## src/rtl/audio_pkg.sv

```systemverilog
// -----------------------------------------------------------------------------
// audio_pkg
// Shared constants, the stereo sample type and small sample-arithmetic helpers
// used by the audio sample FIFO and its storage sub-module.
//   SAMPLE_W  : width of one channel sample
//   FS_HZ     : output sample rate (pop rate of the FIFO)
//   ACC_W     : width of the phase accumulator that derives the sample tick
//   stereo_t  : packed {l, r} stereo sample
// -----------------------------------------------------------------------------
package audio_pkg;

    localparam int SAMPLE_W = 16;
    localparam int FS_HZ    = 48000;
    localparam int ACC_W    = 27;

    typedef struct packed {
        logic [SAMPLE_W-1:0] l;
        logic [SAMPLE_W-1:0] r;
    } stereo_t;

    // Offset binary differs from two's complement only in the MSB.
    function automatic logic [SAMPLE_W-1:0] conv_sample(
        input logic [SAMPLE_W-1:0] s,
        input logic                offset_bin
    );
        return offset_bin ? {~s[SAMPLE_W-1], s[SAMPLE_W-2:0]} : s;
    endfunction

    // One step of the first-order smoother y + ((x - y) >>> 2).
    // The difference needs one extra bit; the shifted difference always fits
    // back into SAMPLE_W bits, and the result lies between y and x.
    function automatic logic [SAMPLE_W-1:0] lp_step(
        input logic [SAMPLE_W-1:0] y,
        input logic [SAMPLE_W-1:0] x
    );
        logic signed [SAMPLE_W:0] diff;
        logic signed [SAMPLE_W:0] delta;
        diff  = $signed({x[SAMPLE_W-1], x}) - $signed({y[SAMPLE_W-1], y});
        delta = diff >>> 2;
        return y + SAMPLE_W'(delta);
    endfunction

endpackage

```

## src/rtl/audio_fifo.sv

```systemverilog
// -----------------------------------------------------------------------------
// audio_fifo
// Synchronous stereo-sample FIFO with registered occupancy. Pointers wrap
// modulo DEPTH (power of two). The head entry is presented combinationally so
// the caller can capture it in the same cycle it pops.
//   clk_i      : clock, rising edge
//   rst_ni     : asynchronous active-low reset (clears pointers and level)
//   wr_en_i    : write request; ignored when full unless a read happens too
//   wr_data_i  : sample to store
//   rd_en_i    : read request; ignored when empty
//   rd_data_o  : current head entry
//   level_o    : occupancy 0..DEPTH
//   full_o     : level_o == DEPTH
//   empty_o    : level_o == 0
// -----------------------------------------------------------------------------
module audio_fifo
    import audio_pkg::*;
#(
    parameter int DEPTH = 8
) (
    input  logic                   clk_i,
    input  logic                   rst_ni,
    input  logic                   wr_en_i,
    input  stereo_t                wr_data_i,
    input  logic                   rd_en_i,
    output stereo_t                rd_data_o,
    output logic [$clog2(DEPTH):0] level_o,
    output logic                   full_o,
    output logic                   empty_o
);

    localparam int AW = $clog2(DEPTH);
    localparam logic [AW:0] LEVEL_FULL = (AW+1)'(DEPTH);

    stereo_t         mem_q [DEPTH];
    logic [AW-1:0]   wr_ptr_q, wr_ptr_d;
    logic [AW-1:0]   rd_ptr_q, rd_ptr_d;
    logic [AW:0]     level_q, level_d;
    logic            wr_ok, rd_ok;

    assign full_o    = (level_q == LEVEL_FULL);
    assign empty_o   = (level_q == '0);
    assign level_o   = level_q;
    assign rd_data_o = mem_q[rd_ptr_q];

    // A write into a full FIFO is only legal when the head leaves this cycle.
    assign rd_ok = rd_en_i && !empty_o;
    assign wr_ok = wr_en_i && (!full_o || rd_ok);

    always_comb begin
        wr_ptr_d = wr_ok ? wr_ptr_q + AW'(1) : wr_ptr_q;
        rd_ptr_d = rd_ok ? rd_ptr_q + AW'(1) : rd_ptr_q;
        level_d  = level_q + {{AW{1'b0}}, wr_ok} - {{AW{1'b0}}, rd_ok};
    end

    // Storage carries no reset; resetting the pointers discards its contents.
    always_ff @(posedge clk_i) begin
        if (wr_ok) begin
            mem_q[wr_ptr_q] <= wr_data_i;
        end
    end

    always_ff @(posedge clk_i or negedge rst_ni) begin
        if (!rst_ni) begin
            wr_ptr_q <= '0;
            rd_ptr_q <= '0;
            level_q  <= '0;
        end else begin
            wr_ptr_q <= wr_ptr_d;
            rd_ptr_q <= rd_ptr_d;
            level_q  <= level_d;
        end
    end

endmodule

```

## src/rtl/audio_sample_fifo.sv

```systemverilog
// -----------------------------------------------------------------------------
// audio_sample_fifo
// Rate adapter between an audio core producing stereo samples at irregular
// instants and an I2S serializer that consumes one sample per 48 kHz tick.
// A phase accumulator derives the tick from the system clock; each tick pops
// the FIFO head into the held output registers. Sticky flags report ticks on
// an empty FIFO (underflow) and samples dropped while full (overflow).
//
// Optional build macro AUDIO_LOWPASS_EN: popped samples pass through a
// first-order smoother y <= y + ((x - y) >>> 2) before reaching the outputs.
//
// Parameters: CLK_HZ (system clock Hz), DEPTH (power of two, 4..64),
//             SIGNED_IN (1 = two's complement input, 0 = offset binary)
// Ports:
//   iCLK, iRSTn            : clock, asynchronous active-low reset
//   iAUDIO_L/R, iSAMPLE_VALID : core sample and its one-cycle strobe
//   iCLR_FLAGS             : clears the sticky flags (a new error wins)
//   oREADY                 : FIFO not full
//   oAUDIO_L/R             : signed output sample, held between ticks
//   oTICK_48K              : one-cycle pulse at the pop instant
//   oLEVEL                 : FIFO occupancy 0..DEPTH
//   oUNDERFLOW, oOVERFLOW  : sticky error flags
// -----------------------------------------------------------------------------
module audio_sample_fifo
    import audio_pkg::*;
#(
    parameter int CLK_HZ    = 74250000,
    parameter int DEPTH     = 8,
    parameter int SIGNED_IN = 1
) (
    input  logic                   iCLK,
    input  logic                   iRSTn,
    input  logic [SAMPLE_W-1:0]    iAUDIO_L,
    input  logic [SAMPLE_W-1:0]    iAUDIO_R,
    input  logic                   iSAMPLE_VALID,
    input  logic                   iCLR_FLAGS,
    output logic                   oREADY,
    output logic [SAMPLE_W-1:0]    oAUDIO_L,
    output logic [SAMPLE_W-1:0]    oAUDIO_R,
    output logic                   oTICK_48K,
    output logic [$clog2(DEPTH):0] oLEVEL,
    output logic                   oUNDERFLOW,
    output logic                   oOVERFLOW
);

    localparam int               LEVEL_W    = $clog2(DEPTH) + 1;
    localparam logic [LEVEL_W-1:0] LEVEL_FULL = LEVEL_W'(DEPTH);
    localparam logic [ACC_W:0]   CLK_LIM    = (ACC_W+1)'(CLK_HZ);
    localparam logic [ACC_W:0]   FS_INC     = (ACC_W+1)'(FS_HZ);

    // ---------------------------------------------------------------- tick
    logic [ACC_W-1:0] acc_q, acc_d;
    logic [ACC_W:0]   acc_sum;
    logic             tick_q, tick_d;

    // One extra bit on the sum so the compare cannot wrap.
    always_comb begin
        acc_sum = {1'b0, acc_q} + FS_INC;
        tick_d  = (acc_sum >= CLK_LIM);
        acc_d   = tick_d ? ACC_W'(acc_sum - CLK_LIM) : ACC_W'(acc_sum);
    end

    // ---------------------------------------------------------------- fifo
    stereo_t              wr_sample;
    stereo_t              head;
    logic [LEVEL_W-1:0]   level;
    logic                 fifo_full, fifo_empty;
    logic                 pop, push;

    // The registered tick pulse is the pop instant.
    assign pop  = tick_q && !fifo_empty;
    assign push = iSAMPLE_VALID && (!fifo_full || pop);

    // Samples are stored already in two's complement.
    assign wr_sample.l = conv_sample(iAUDIO_L, SIGNED_IN == 0);
    assign wr_sample.r = conv_sample(iAUDIO_R, SIGNED_IN == 0);

    audio_fifo #(
        .DEPTH     (DEPTH)
    ) u_fifo (
        .clk_i     (iCLK),
        .rst_ni    (iRSTn),
        .wr_en_i   (push),
        .wr_data_i (wr_sample),
        .rd_en_i   (pop),
        .rd_data_o (head),
        .level_o   (level),
        .full_o    (fifo_full),
        .empty_o   (fifo_empty)
    );

    // -------------------------------------------------- output and flags
    // out_q holds the last popped sample, or the filter state when enabled;
    // in both cases it only moves on a successful pop.
    stereo_t out_q, out_d;
    logic    uf_q, uf_d;
    logic    of_q, of_d;

    always_comb begin
        out_d = out_q;
        if (pop) begin
`ifdef AUDIO_LOWPASS_EN
            out_d.l = lp_step(out_q.l, head.l);
            out_d.r = lp_step(out_q.r, head.r);
`else
            out_d = head;
`endif
        end
        // Clear first, then set, so a coinciding error is never lost.
        uf_d = (uf_q && !iCLR_FLAGS) || (tick_q && fifo_empty);
        of_d = (of_q && !iCLR_FLAGS) || (iSAMPLE_VALID && fifo_full && !pop);
    end

    always_ff @(posedge iCLK or negedge iRSTn) begin
        if (!iRSTn) begin
            acc_q  <= '0;
            tick_q <= 1'b0;
            out_q  <= '0;
            uf_q   <= 1'b0;
            of_q   <= 1'b0;
        end else begin
            acc_q  <= acc_d;
            tick_q <= tick_d;
            out_q  <= out_d;
            uf_q   <= uf_d;
            of_q   <= of_d;
        end
    end

    assign oTICK_48K  = tick_q;
    assign oAUDIO_L   = out_q.l;
    assign oAUDIO_R   = out_q.r;
    assign oLEVEL     = level;
    assign oREADY     = (level != LEVEL_FULL);
    assign oUNDERFLOW = uf_q;
    assign oOVERFLOW  = of_q;

endmodule

```

## config.mk

```make
export PLATFORM = sky130hd
export DESIGN_NAME = audio_sample_fifo
export DESIGN_NICKNAME = d
export VERILOG_FILES = /design/src/rtl/audio_pkg.sv /design/src/rtl/audio_fifo.sv /design/src/rtl/audio_sample_fifo.sv
export SDC_FILE = /design/constraint.sdc
export NUM_CORES = 1
export LEC_CHECK = 0
export BUFFER_PORTS_ARGS = -buffer_cell sky130_fd_sc_hd__buf_2
export CORE_MARGIN = 2
export CORE_UTILIZATION = 55
export CTS_BUF_LIST = sky130_fd_sc_hd__clkbuf_8
export DETAILED_ROUTE_END_ITERATION = 10
export GPL_ROUTABILITY_DRIVEN = 0
export PLACE_DENSITY = 0.76
export RECOVER_POWER = 50
export SYNTH_ARGS = -nofsm -noshare
export SYNTH_HDL_FRONTEND = slang
export SYNTH_SLANG_ARGS = --single-unit
```

## constraint.sdc

```tcl
create_clock -name iCLK -period 4 [get_ports iCLK]
set_clock_uncertainty 0.1 [all_clocks]
set_input_delay 0.4 -clock iCLK [delete_from_list [all_inputs] [get_ports iCLK]]
set_output_delay 0.4 -clock iCLK [all_outputs]
set_load 0.02 [all_outputs]
```

**Yosys cells after proc, flatten, opt, wreduce, memory -nomap -nowiden**

Memories as Yosys holds them, arrays and structs flattened. A register that Yosys moved wholly into a read port is not among the register bits.
Cells that the tools add are included.
Widths: inputs -> output; s select.

- Magnitude comparators: 1
- Eq/ne operators: 2
- Multiplexer cells: 3
- Reductions and logical operators: 19
- Add/sub/neg operators: 6

Operators with widths:

| kind | count |
|---|---|
| $add 27x16->28 const B | 1 |
| $ge 28x27->1 const B | 1 |
| $mux 27 | 1 |
| $sub 27x27->27 const B | 1 |
| $logic_and 1x1->1 | 9 |
| $add 3x1->3 const B | 2 |
| $logic_not 1->1 | 5 |
| $add 4x1->4 | 1 |
| $eq 4x4->1 const B | 1 |
| $logic_not 4->1 | 1 |
| $logic_or 1x1->1 | 4 |
| $ne 4x4->1 const B | 1 |
| $sub 4x1->4 | 1 |
| $mux 1 | 2 |

- Bits in registers: 40
- Output and inout port bits: 40
- Logic and storage cells: 39
- Bits of input ports: 36
- Memory bits (writable): 256
- Memories kept: 1

Memories:

| memory | words | bits a word | rd ports | clocked after Yosys merged registers in | wr ports | RTL line | RTL |
|---|---|---|---|---|---|---|---|
| u_fifo.mem_q | 8 | 32 | 1 | 1 | 1 | audio_fifo.sv:35 | `stereo_t mem_q [DEPTH];` |

**Depth between registers and ports, before layout**

Gate-level depths: netlist (run 1).

- Word-level depth: 8
- Depth in mapped cells: 14
- Mapped depth without buffers: 12

**By module**

From an unflattened synthesis (run 1), not the netlist that was laid out.

- Cell total of the unflattened synthesis: 809
- Area total of the unflattened synthesis: 13634.3 µm²

By module, submodules not included:

| module | instances | sequential area each (µm²) | cells each | area an instance (µm²) |
|---|---|---|---|---|
| audio_fifo | 1 | 7937.6 | 430 | 10297.4 |
| audio_sample_fifo | 1 | 1451.4 | 379 | 3337.0 |

**Worst setup path before layout (run 1)**

No wires, ideal clock.

- Path type: reg-to-reg
- Start point: register u_fifo.level_q[2], in the netlist u_fifo.level_o[2]
- End point: memory u_fifo.mem_q[1][0] (netlist bit) (enable)
- Buffers on the path: 0
- Library setup time: 461 ps
- Data arrival time: 3783 ps
- Cell stages (with the launch flop): 8
- Period minus slack after synthesis: 4344 ps
- Required time: 3439 ps
- Setup slack: -344 ps
- Cells stage by stage: dfrtp_1 -> inv_1 -> ha_1 -> a21boi_1 -> nor2_1 -> nor2_1 -> nand2_1 -> nor3_1

- Word-level cells in the longest chain between the ends: 8
- Elaborated cells on any way between the ends: 12
- Those cells by class: eq/ne: 1; mux: 2; reduce/logical: 9

Ends and longest elaborated chain:

| element | RTL line | RTL |
|---|---|---|
| start: declaration | audio_fifo.sv:38 | `logic [AW:0] level_q, level_d;` |
| start signal: assignment | audio_fifo.sv:71 | `level_q <= level_d;` |
| $logic_not 4->1 | audio_fifo.sv:42 | `assign empty_o = (level_q == '0);` |
| $logic_not 1->1 | audio_fifo.sv:47, audio_sample_fifo.sv:71 |  |
| $logic_and 1x1->1 | audio_sample_fifo.sv:71 | `assign pop = tick_q && !fifo_empty;` |
| $logic_or 1x1->1 or $logic_and 1x1->1 (tied branches) | audio_sample_fifo.sv:72, audio_fifo.sv:47 |  |
| $logic_and 1x1->1 or $logic_or 1x1->1 (tied branches) | audio_sample_fifo.sv:72, audio_fifo.sv:48 |  |
| $logic_and 1x1->1 (*) | audio_fifo.sv:48 | `assign wr_ok = wr_en_i && (!full_o \|\| rd_ok);` |
| net u_fifo.wr_ok | audio_fifo.sv:39 | `logic wr_ok, rd_ok;` |
| $mux 1 (*) | audio_fifo.sv:58 | `if (wr_ok) begin` |
| $mux 1 (implied by the code) (*) | audio_fifo.sv:59 | `mem_q[wr_ptr_q] <= wr_data_i;` |
| end: declaration | audio_fifo.sv:35 |  |

The timed path passes the listed nets; every way through them passes the cells marked *.

**Worst setup path in the final report (run 1)**

- Start point: register acc_q[7]
- End point: register acc_q[9]

- Word-level cells in the longest chain between the ends: 3
- Elaborated cells on any way between the ends: 4
- Those cells by class: add/sub: 2; order compare: 1; mux: 1

Ends and longest elaborated chain:

| element | RTL line | RTL |
|---|---|---|
| start: declaration | audio_sample_fifo.sv:52 | `logic [ACC_W-1:0] acc_q, acc_d;` |
| start signal: assignment | audio_sample_fifo.sv:116 | `acc_q <= '0;` |
| start signal: assignment | audio_sample_fifo.sv:122 | `acc_q <= acc_d;` |
| $add 27x16->28 (*) | audio_sample_fifo.sv:58 | `acc_sum = {1'b0, acc_q} + FS_INC;` |
| $sub 27x27->27 or $ge 28x27->1 (tied branches) | audio_sample_fifo.sv:60, audio_sample_fifo.sv:59 |  |
| $mux 27 (*) | audio_sample_fifo.sv:60 | `acc_d = tick_d ? ACC_W'(acc_sum - CLK_LIM) : ACC_W'(acc_sum);` |
| net acc_d[9] | audio_sample_fifo.sv:52 |  |

Marked as above.
A chain may end at the register's enable or synchronous reset.

==> results of run 1 <==
## logic make-up after synthesis
logic type,after synthesis,synth area share (%)
AO/OA/AOI/OAI,87,4.309
buffers and inverters,51,1.627
multiplexers,100,13.72
XOR/XNOR,41,2.844
flip-flops,324,71.39
AND/OR/NAND/NOR,132,4.823
adder cells (fa/ha/maj),13,1.294
## critical path, stage by stage, from the launching register on
cell	delay (ps)
dfrtp_1	440
inv_1	100
ha_1	250
nand2b_1	280
a21oi_4	140
or3_2	550
xor2_2	260
o221ai_1	170
o21ai_1	230
and2_1	420
inv_4	170
mux2i_1	240
xnor2_1	140
## routing by layer
layer | routed length, um | up-vias
met1 | 10710 | 3595
met2 | 12790 | 298
li1 | - | 3175
met3 | 1838 | 50
met5 | 0 | -
met4 | 388 | 0
## worst min-delay path by stage
stage                             start                  to  slack (ps)  cells after the start
after floorplan                   iRSTn           acc_q[10]           4                      0
after global placement         acc_q[6]            acc_q[6]         380                      1
after detailed placement       acc_q[6]            acc_q[6]         380                      1
after CTS                   iAUDIO_R[4]  u_fifo.mem_q[4][4]         0.7                      1
after global routing      iSAMPLE_VALID           oOVERFLOW          40                      3
final                     iSAMPLE_VALID           oOVERFLOW          40                      3
## through the flow
stage                     cells  total power, uW  utilization [%]  area (um2)
final                      1239             7800            64.75       15200
after global routing       1239             8107            64.75       15200
after CTS                  1239             7882            65.05       15270
after detailed placement   1124             5131            59.84       14050
after global placement     1124             5065            59.84       14050
after floorplan             748             4704                -       13160
## cells in the final DEF, fill, tap and decap left out, types with 7 or more instances in the layout
cell type,netlist,routed
a21oi_1,46,46
buf_2,4,23
buf_4,0,9
clkbuf_1,17,52
clkbuf_8,0,60
clkinv_1,0,8
clkinv_2,0,7
dfrtp_1,68,65
dlygate4sd3_1,0,19
edfxtp_1,256,256
ha_1,12,12
inv_1,16,33
mux2i_1,34,34
mux4_2,64,64
nand2_1,24,24
nand3_1,9,9
nor2_1,56,50
o21ai_0,8,8
xnor2_1,28,28
xor2_1,11,11
## synthesized netlist by cell type (3+ instances only)
library cell    n
a21oi_1        46
and3_1          4
buf_1          10
buf_2           4
clkbuf_1       17
dfrtp_1        68
edfxtp_1      256
ha_1           12
inv_1          16
mux2i_1        34
mux4_2         64
nand2_1        24
nand2b_1        6
nand3_1         9
nor2_1         56
nor2b_1         6
nor3_1          8
nor4_1          3
o2111ai_1       3
o21ai_0         8
o21ai_1         4
or3_1           4
xnor2_1        28
xor2_1         11
## timing repair
action,CTS,global route
endpoints found under the hold margin,149,0
hold buffers,19,0
gates resized for setup,0,0
## state kept, by name (all words and copies together), names as in the netlist
register,cells
oTICK_48K,1
acc_q,23
u_fifo.rd_ptr_q,3
u_fifo.wr_ptr_q,3
u_fifo.level_o,4
oOVERFLOW,1
oUNDERFLOW,1
oAUDIO_R,16
oAUDIO_L,16
u_fifo.mem_q,256
## power by group
group / switching, uW / internal, uW / leakage, uW / total [uW]
sequential: 129 / 4090 / 0.00321 / 4220
combinational: 549 / 286 / 0.00144 / 835
clock: 1240 / 1500 / 0.000596 / 2740
## area by class of cell
type / count / share of cell area (%)
timing repair buffer: 109 / 4.429
clock buffer: 60 / 5.433
sequential: 324 / 61.81
tap: 319 / 2.626
multi-input combinational: 373 / 23.87
inverter: 18 / 0.4610
clock inverter: 36 / 1.366
==> impl_metrics.tcl, run 1 <==
set metrics [dict create \
    syn_to_final_growth_pct 15.56 \
    criticalPathCategory "reg2reg" \
    post_cts_buffers 0 \
    gr-max-usage-layer "met2" \
    hold_class "in2reg" \
    clkTransAtPathRegs_ps 60 \
    syn-num-nets 797 \
    finalSetupTns_ps 0 \
    rsz0062_at_grt "no" \
    slew_headroom_pct 1.144 \
    min_period_over_period_pct 89.65 \
    regToRegSetupSlack_ps 410 \
    post_drt_wl_per_cell_um 20.76 \
    ys_seq_elements 324 \
    gr-total-overflow 0 \
    fp-row-count 56 \
    reg2reg_to "acc_q[9]" \
    io_pins 76 \
    dp_hpwl_mm 14.90 \
    antenna_found_initial 0 \
    setup_viol 0 \
    fmax_mhz 278.8 \
    synthDistinctLibCells 58 \
    synthesis.yosys.warnings 0 \
    cts_sinks 324 \
    cts-root-buf "clkbuf_8" \
    grt_pass1_wl_mm 39.80 \
    vdd_drop_max_v 0.0003626 \
    use_met3_pct 4.573 \
    ant_nets 0 \
    synth.largest_area_cell "edfxtp_1" \
    cts_tree "yes" \
    outcome "finished, final reports clean" \
    crit_start "acc_q[7]" \
    slew_viol_final 0 \
    track_usage_pct 21.17 \
    vias 7118 \
    fillers 1619 \
    cts_buffers 52 \
    total_leakage_power_uw 0.005251 \
    cp-endpoint "acc_q[9]" \
    powerDensity_nw_per_um2 513.2 \
    end_kind "register" \
    wl_mm 25.72 \
    die_h_um 158.6 \
    drt_pre_antenna_iters 8 \
    tightest_slew_ps 1483 \
    dieArea_um2 25170 \
    drive_gt1_share_pct 22.07 \
    h-tree-depth 2 \
    cap_viol_max_count 0 \
    drc 0 \
    syn_inst 748 \
    clkLatencyLatePin_ps 550 \
    core-area_um2 23470 \
    crit_required_ps 4370 \
    synth_edf_count 256 \
    port_buffers 75 \
    multi_input_area_um2 3628 \
    avgSynthCellArea_um2 17.58 \
    use_met1_pct 28.68 \
    cp.arrival_ps 3960 \
    via_per_inst 5.745 \
    layout.nets 927 \
    final-seq-area_um2 9395 \
    initial_core_util_pct 56.03 \
    synthArstFlopShare_pct 20.99 \
    period_minus_slack_ps 3586 \
    synth_area_um2 13150 \
    worstPathMaxFanout 17 \
    yosysTopAreaCellShare_pct 58.45 \
    ys_seq_area_share_pct 71.39 \
    r2r-start "acc_q[7]" \
    reg2reg_depth 12 \
    ys_top_cells_by_area "edfxtp_1 58%, dfrtp_1 13%, mux4_2 11%" \
    use_met2_pct 35.15 \
    hold_viol 0 \
    dieWidth_um 158.6 \
    setup_ws_ps 413.8 \
    clock_path_buffers 3 \
    grt_max_degree 70 \
    grt_pass1_vias 7256 \
    start_kind "register" \
    pre_cts_ws_ps 507.4 \
    antenna_cells 0 \
    drtIter0Drc 636 \
    ys.flop_type "edfxtp_1" \
    hold_slack_ps 44.87 \
]
(Power assumes the default switching activity.)
==> run 2, diff against run 1 <==
--- a/config.mk
+++ b/config.mk
@@ -5,7 +5,7 @@
 export SDC_FILE = /design/constraint.sdc
 export NUM_CORES = 1
 export LEC_CHECK = 0
-export BUFFER_PORTS_ARGS = -buffer_cell sky130_fd_sc_hd__buf_2
+export BUFFER_PORTS_ARGS = -buffer_cell sky130_fd_sc_hd__buf_4
 export CORE_MARGIN = 2
 export CORE_UTILIZATION = 55
 export CTS_BUF_LIST = sky130_fd_sc_hd__clkbuf_8
@@ -13,6 +13,7 @@
 export GPL_ROUTABILITY_DRIVEN = 0
 export PLACE_DENSITY = 0.76
 export RECOVER_POWER = 50
+export REMOVE_ABC_BUFFERS = 1
 export SYNTH_ARGS = -nofsm -noshare
 export SYNTH_HDL_FRONTEND = slang
 export SYNTH_SLANG_ARGS = --single-unit
==> run 2 against run 1 <==
Compared with the run above:
- the flow now finishes with violations (capacitance limit, slew limit)
- wire length rose by 2.3%
- first-iteration DRC count fell by 16%
- sequential share of layout area fell by 0.52 points
- combinational power fell by 2%
- largest cell class unchanged
- highest routed layer unchanged
==> impl_metrics.tcl, run 2 (synthesized netlist as in run 1, its figures left out) <==
set metrics [dict create \
    regMostFlops "u_fifo.mem_q" \
    drt_pre_antenna_iters 5 \
    period_minus_slack_ps 3646 \
    top_regs "u_fifo.mem_q (256), acc_q (23)" \
    grt_max_degree 70 \
    drc 0 \
    hold_viol 0 \
    grt_pass1_vias 7527 \
    port_buffers 75 \
    tightest_slew_ps 1935 \
    place_inst 1120 \
    drtIter0Drc 535 \
    switchingPower_uw 1924 \
    max_stage_delay_ps 560 \
    layout.nets 936 \
    cts_buffers 50 \
    largest_register_ffs 256 \
    pwr-share-comb_pct 10.5 \
    track_usage_pct 21.88 \
    pre_cts_ws_ps 491.5 \
    end_kind "register" \
    clkTransAtPathRegs_ps 60 \
    outcome "finished with violations" \
    post_cts_buffers 0 \
    dieArea_um2 25170 \
    drive_gt1_share_pct 21.31 \
    antenna_cells 0 \
    vias 7107 \
    antenna_found_initial 0 \
    hold_class "in2reg" \
    rsz0062_at_grt "no" \
    wl_mm 26.31 \
    dp_hpwl_mm 14.54 \
    cts_tree "yes" \
    path_delay_family "simple AND/OR/NAND/NOR gates" \
    setup_viol 0 \
    setup_ws_ps 354.0 \
    gr-total-overflow 0 \
    cap_viol_max_count 1 \
    final_cell_mix "256 x edfxtp_1, 65 x dfrtp_1, 64 x mux4_2" \
    clock_path_buffers 3 \
    min_period_over_period_pct 91.15 \
    core-area_um2 23470 \
    io_pins 76 \
    layoutNonFillerInstCount 1248 \
    power.internal_uw 5856 \
    post_drt_wl_per_cell_um 21.08 \
    finalSetupTns_ps 0 \
    final_util_pct 65.32 \
    cp.arrival_ps 4020 \
    vdd_drop_max_v 0.0003207 \
    ant_nets 0 \
    p_seq_share_pct 54.3 \
    start_kind "register" \
    die_h_um 158.6 \
    powerDensity_nw_per_um2 507.5 \
    grt_pass1_wl_mm 40.70 \
    cts_sinks 324 \
    crit_chain "inv_1 > ha_1 > nand2b_1 > a21oi_4 > or3_2 > xor2_2 > o221ai_1 > o21ai_1 > and2_1 > inv_4 > a2bb2oi_1 > xnor2_1" \
    fmax_mhz 274.3 \
    crit_required_ps 4380 \
    total_leakage_power_uw 0.005289 \
    crit_slowest_cell "or3_2" \
    criticalPathCategory "reg2reg" \
    h-tree-depth 2 \
    slew_headroom_pct -29.03 \
    cts-root-buf "clkbuf_8" \
    syn_to_final_growth_pct 16.57 \
    layout_commonest_cell "edfxtp_1" \
    fp-row-count 56 \
    total_power_uw 7781 \
    clkLatencyLatePin_ps 590 \
    clockPowerShare_pct 35.2 \
    via_per_inst 5.695 \
    worstPathMaxFanout 17 \
    swShare_pct 24.73 \
    path_buf_inv 2 \
    violations "capacitance limit, slew limit" \
    slew_viol_final 69 \
    initial_core_util_pct 56.03 \
    dieWidth_um 158.6 \
]
[run 2: path summary, 6_finish.rpt]
kind | cells past startpoint | slack, ps | end | startpoint
min in group asynchronous | 2 | 810 | oAUDIO_R[14] | iRSTn
min | 3 | 40 | oOVERFLOW | iSAMPLE_VALID
max reg2reg | 12 | 350 | acc_q[19] | acc_q[7]
min reg2reg | 1 | 410 | acc_q[6] | acc_q[6]
max in group asynchronous | 2 | 1590 | u_fifo.rd_ptr_q[0] | iRSTn
max | 12 | 350 | acc_q[19] | acc_q[7]
[run 2: final cells by class]
type | count | area (um2)
clock buffer | 62 | 853.3
clock inverter | 32 | 178.9
fill | 1647 | 8140
inverter | 18 | 70.07
multi-input combinational | 373 | 3616
sequential | 324 | 9398
tap | 319 | 399.1
timing repair buffer | 120 | 817.0
[run 2: per-stage QoR]
step	hold slack [ps]	instance area (um2)
floorplan	4.409	13010
global placement	387.3	14150
detailed placement	399.2	14150
CTS	13.34	15530
global route	46.08	15330
finish	35.42	15330
[run 2: routing by layer]
metal / GRT usage [%] / routed length [um] / up-vias
met3: 3.811 / 1431 / 58
met5: 0 / 0 / -
met2: 37.09 / 13390 / 239
met4: 6.864 / 530 / 0
li1: - / - / 3191
met1: 29.29 / 10960 / 3619
[run 2: worst reg2reg max path, stage by stage, from the launching register on]
cell and delay (ps):
dfrtp_1 450, inv_1 100, ha_1 260, nand2b_1 280
a21oi_4 140, or3_2 560, xor2_2 290, o221ai_1 190
o21ai_1 240, and2_1 420, inv_4 180, a2bb2oi_1 220
xnor2_1 140
[run 2: power groups by stage]
stage | combinational [uW] | sequential, uW | clock, uW
floorplan | 415 | 4290 | 0
global placement | 802 | 4250 | 0
detailed placement | 829 | 4290 | 0
CTS | 859 | 4230 | 2790
global route | 901 | 4250 | 2940
finish | 820 | 4220 | 2740
[run 2: timing repair]
action / in CTS / in global routing
hold buffers: 34 / 0
setup endpoints to repair: 0 / 0
resized for setup: 0 / 0
hold endpoints to repair: 326 / 0
